$ cat src/rtl/mem_arbiter.sv
// Round-robin arbiter sharing one memory port between icache and dcache; one line transaction at a time.
// Request reaches the bus 1 cycle after grant, ack/data return 1 cycle after mem_ack_i; owners hold req until ack.
module mem_arbiter #(
    parameter int ADDR_W = 32,
    parameter int LINE_W = 128
) (
    input  logic              clk,
    input  logic              rst,
    input  logic              icache_req_i,
    input  logic [ADDR_W-1:0] icache_addr_i,
    input  logic              icache_kill_i,
    output logic              icache_ack_o,
    output logic [LINE_W-1:0] icache_data_o,
    input  logic              dcache_req_i,
    input  logic              dcache_wr_i,
    input  logic [ADDR_W-1:0] dcache_addr_i,
    input  logic [LINE_W-1:0] dcache_wdata_i,
    input  logic              dcache_kill_i,
    output logic              dcache_ack_o,
    output logic [LINE_W-1:0] dcache_data_o,
    output logic              mem_req_o,
    output logic              mem_wr_o,
    output logic [ADDR_W-1:0] mem_addr_o,
    output logic [LINE_W-1:0] mem_wdata_o,
    input  logic              mem_ack_i,
    input  logic [LINE_W-1:0] mem_rdata_i
);

    typedef enum logic [1:0] {IDLE, BUSY_I, BUSY_D, DONE} state_t;

    state_t              r_state;
    state_t              w_next;
    logic                r_last_d;
    logic                r_killed;
    logic                r_mem_req;
    logic                r_mem_wr;
    logic [ADDR_W-1:0]   r_mem_addr;
    logic [LINE_W-1:0]   r_mem_wdata;
    logic                r_icache_ack;
    logic                r_dcache_ack;
    logic [LINE_W-1:0]   r_icache_data;
    logic [LINE_W-1:0]   r_dcache_data;

    logic w_idle;
    logic w_busy;
    logic w_i_elig;
    logic w_d_elig;
    logic w_grant_i;
    logic w_grant_d;
    logic w_owner_kill;
    logic w_deliver;

    assign w_idle    = (r_state == IDLE);
    assign w_busy    = (r_state == BUSY_I) || (r_state == BUSY_D);
    assign w_i_elig  = icache_req_i && !icache_kill_i;
    assign w_d_elig  = dcache_req_i && !dcache_kill_i;
    // On a tie the side that did not win last time gets the grant
    assign w_grant_i = w_idle && w_i_elig && (!w_d_elig || r_last_d);
    assign w_grant_d = w_idle && w_d_elig && !w_grant_i;

    assign w_owner_kill = ((r_state == BUSY_I) && icache_kill_i) ||
                          ((r_state == BUSY_D) && dcache_kill_i);
    // A kill landing in the ack cycle itself still abandons the transaction
    assign w_deliver    = w_busy && mem_ack_i && !(r_killed || w_owner_kill);

    always_ff @(posedge clk or posedge rst) begin
        if (rst) begin
            r_state <= IDLE;
        end else begin
            r_state <= w_next;
        end
    end

    always_comb begin
        w_next = r_state;
        case (r_state)
            IDLE: begin
                if (w_grant_i) begin
                    w_next = BUSY_I;
                end else if (w_grant_d) begin
                    w_next = BUSY_D;
                end
            end
            BUSY_I, BUSY_D: begin
                if (mem_ack_i) begin
                    w_next = DONE;
                end
            end
            DONE:    w_next = IDLE;
            default: w_next = IDLE;
        endcase
    end

    always_ff @(posedge clk or posedge rst) begin
        if (rst) begin
            r_last_d      <= 1'b1;
            r_killed      <= 1'b0;
            r_mem_req     <= 1'b0;
            r_mem_wr      <= 1'b0;
            r_mem_addr    <= '0;
            r_mem_wdata   <= '0;
            r_icache_ack  <= 1'b0;
            r_dcache_ack  <= 1'b0;
            r_icache_data <= '0;
            r_dcache_data <= '0;
        end else begin
            r_icache_ack <= w_deliver && (r_state == BUSY_I);
            r_dcache_ack <= w_deliver && (r_state == BUSY_D);
            if (w_deliver && (r_state == BUSY_I)) begin
                r_icache_data <= mem_rdata_i;
            end
            if (w_deliver && (r_state == BUSY_D)) begin
                r_dcache_data <= mem_rdata_i;
            end

            if (w_grant_i) begin
                r_mem_req   <= 1'b1;
                r_mem_wr    <= 1'b0;
                r_mem_addr  <= icache_addr_i;
                r_mem_wdata <= '0;
                r_last_d    <= 1'b0;
            end else if (w_grant_d) begin
                r_mem_req   <= 1'b1;
                r_mem_wr    <= dcache_wr_i;
                r_mem_addr  <= dcache_addr_i;
                r_mem_wdata <= dcache_wdata_i;
                r_last_d    <= 1'b1;
            end else if (w_busy && mem_ack_i) begin
                r_mem_req <= 1'b0;
                r_mem_wr  <= 1'b0;
            end

            if (w_busy && w_owner_kill) begin
                r_killed <= 1'b1;
            end else if (r_state == DONE) begin
                r_killed <= 1'b0;
            end
        end
    end

    assign icache_ack_o  = r_icache_ack;
    assign icache_data_o = r_icache_data;
    assign dcache_ack_o  = r_dcache_ack;
    assign dcache_data_o = r_dcache_data;
    assign mem_req_o     = r_mem_req;
    assign mem_wr_o      = r_mem_wr;
    assign mem_addr_o    = r_mem_addr;
    assign mem_wdata_o   = r_mem_wdata;

endmodule

$ cat config.mk
export PLATFORM = sky130hd
export DESIGN_NAME = mem_arbiter
export DESIGN_NICKNAME = d
export VERILOG_FILES = /design/src/rtl/mem_arbiter.sv
export SDC_FILE = /design/constraint.sdc
export NUM_CORES = 1
export LEC_CHECK = 0
export ABC_AREA = 1
export BUFFER_PORTS_ARGS = -buffer_cell sky130_fd_sc_hd__buf_4
export CAP_MARGIN = 20
export CELL_PAD_IN_SITES_DETAIL_PLACEMENT = 0
export CELL_PAD_IN_SITES_GLOBAL_PLACEMENT = 2
export CORE_AREA = 5 5 292 294
export DETAILED_ROUTE_END_ITERATION = 8
export DIE_AREA = 0 0 297 299
export PLACE_DENSITY_LB_ADDON = 0.1
export SLEW_MARGIN = 20
export SYNTH_ARGS = -nofsm -noshare
export SYNTH_HDL_FRONTEND = slang
export SYNTH_SLANG_ARGS = --single-unit
$ cat constraint.sdc
create_clock -name clk -period 16.2 [get_ports clk]
set_input_delay 0.81 -clock clk [delete_from_list [all_inputs] [get_ports clk]]
set_output_delay 0.81 -clock clk [all_outputs]
set_load 0.005 [all_outputs]
==> flow_summary.toml <==
[timing]
fmax_mhz = 205
maxSlewHeadroom_pct = 28.1
skew_ps = 24.8
period_share_pct = 30.1
tightest_slew_ps = 1080
setup_viol = 0
hold_viol_final = 0
hold-worst-slack_ps = 287
final.min_clock_period_ps = 4880
tns_ps = 0
slew_viol_final = 0
rsz0062_at_grt = "no"

[die]
fp.dieW_um = 297
ios = 748
start_util_pct = 21.0
core-area_sq_um = 82600
rows = 106
die-area_sq_um = 88800
die_h_um = 299

[logic_synthesis]
synth_area_leader_cell = "dfrtp_1"
synth_top_area_share_pct = 60.9
synth_async_sr_flop_share_pct = 100
synthTopCellsByArea = "dfrtp_1 (61%), nand2_1 (18%), nand4_1 (9.2%)"
synthFlopType = "dfrtp_1"
syn-num-nets = 2263
synthTopCellsByCount = "nand2_1 (820), dfrtp_1 (423), nand4_1 (256)"
synth_most_common_cell = "nand2_1"
avgSynthCellArea_sq_um = 9.01
synthCells = 1930
netlist_area_sq_um = 17400
ys_ff_latch = 424
synthDistinctLibCells = 18
seq_area_frac_synth_pct = 61.0
yosysWarnings = 0
synth_edf_count = 0

[job]
max-cap-violations = 0

[clock_network]
clock-sinks = 424
cts_tree = "yes"
post_cts_buffers = 0
root_buffer = "clkbuf_16"
h-tree-depth = 2
ctsResizeCount = 0
clkTransAtPathRegs_ps = 60
cts.path.max_buffers = 3
cts_hold_buf = 0
cts_made_buffers = 55
clock_latency_ps = 610

[critical_path]
worstSetupPathType = "flop to flop"
worst_path_max_delay_cell = "buf_4"
arrival_ps = 5400
max_stage_delay_ps = 780
start_kind = "flop"
path_common_cell = "buf_4"
cp-end-kind = "flop"
cp_max_fo = 101
crit_path_cell_trace = "inv_1 > ha_4 > buf_4 > inv_1 > o21ai_1 > inv_8 > buf_4 > nand3_4 > buf_4 > buf_4 > nand2_1 > nand2_1"
cp.required_ps = 16730
ff2ff_path_depth = 12

[status]
status = "finished, final reports clean"

[detailed_routing]
drtAntennaViolNets = 0
drt_pass1_iterations = 5
routed_via_density = 4.47
wl_um = 83300
num_vias = 16600
drc_errors = 0
post_drt_wl_per_cell_um = 22.4
drtIter0Drc = 915

[grt]
grt_pass1_wl_um = 122000
gr-usage-all-layers_pct = 17.9
grt_max_degree = 174
antenna_found_initial = 14
grt_pass1_vias = 16800
grt_overflow_total = 0

[pwr]
power_density_nw_per_um2 = 196
p_leak_nw = 13.8
ir_drop_mv = 0.104

[min_path]
hp-class = "input port to asynchronous set/reset pin"

[final_layout]
nNetsFinal = 2916
syn2layout_area_growth_pct = 47.7
drive_above_1_share_pct = 32.9

[place]
gp_congestion = 0.807
hpwl_um = 56700
numPortBuffers = 747
cell families (layout without fill, tap and decap cells):
family | Yosys count | count (layout) | synth area share [%]
flops | 424 | 424 | 61.0
other cells | 0 | 10 | 0
fa+ha+maj | 5 | 5 | 0.360
compound gates | 3 | 3 | 0.101
simple gates | 1313 | 1313 | 33.9
buf+inv | 185 | 882 | 4.64
registers in the layout (all words and copies together), names as in the netlist:
register       count
mem_wr_o           1
icache_ack_o       1
r_killed           1
mem_req_o          1
r_state            2
mem_wdata_o      128
r_last_d           1
mem_addr_o        32
icache_data_o    128
dcache_data_o    128
dcache_ack_o       1
cells in the final DEF, fill, tap and decap left out, drive strengths merged:
cell        n
a21boi      1
buf       765
bufinv      3
clkbuf     85
clkinv     11
clkinvlp    1
dfrtp     423
dfstp       1
diode      10
ha          5
inv        17
nand2     822
nand3     233
nand4     256
nor2        2
o21ai       2
per-stage QoR:
| stage | area [sq um] | cells | utilization (%) | worst slack (ps) | power, W |
|---|---|---|---|---|---|
| after floorplan | 17400 | 1930 | - | 3590 | 0.00261 |
| after detailed placement | 23800 | 3606 | 28.8 | 11290 | 0.00387 |
| final | 25700 | 3717 | 31.1 | 11320 | 0.00504 |
| after CTS | 25700 | 3707 | 31.0 | 11280 | 0.00515 |
| after global routing | 25700 | 3715 | 31.1 | 10900 | 0.00539 |
| after global placement | 23800 | 3606 | 28.8 | 11340 | 0.00386 |
layer usage:
metal	routed length, um	GRT usage [%]
met4	1940	5.01
met5	68	0
met2	43300	32.0
met3	5800	5.48
met1	32200	20.8
worst paths after layout:
path | start | to | slack (ps)
max in group asynchronous | rst | icache_data_o[21] | 13680
min in group clk | dcache_wdata_i[83] | mem_wdata_o[83] | 430
max reg2reg | r_state[0] | dcache_data_o[120] | 11320
min reg2reg | icache_data_o[33] | icache_data_o[33] | 470
min | rst | icache_data_o[39] | 290
max | r_state[0] | dcache_data_o[120] | 11320
worst max-delay path: cells and delay by family (launching register included):
family	cells	cell delay, ps
adders and majority gates	1	140
and+or+nand+nor	3	480
DFF	1	440
AOI/OAI and AO/OA	1	390
buffers and inverters	7	3100
final cells by class:
cell class / instances / area [sq um]
Multi-Input combinational cell: 1321 / 6020
Fill cell: 8804 / 56900
Clock buffer: 85 / 1650
Inverter: 16 / 77.6
Timing Repair Buffer: 765 / 5770
Tap cell: 1080 / 1350
Clock inverter: 16 / 173
Antenna cell: 10 / 25.0
Sequential cell: 424 / 10600
report_power, final:
part	internal, W	switching [W]	leakage (nW)	total (W)
clock	0.000744	0.000490	0.902	0.00123
sequential	0.00152	0.000275	5.38	0.00180
combinational	0.000857	0.00115	7.47	0.00200
total	0.00312	0.00191	13.8	0.00504
Note: power is estimated with default switching activity, not from simulation.
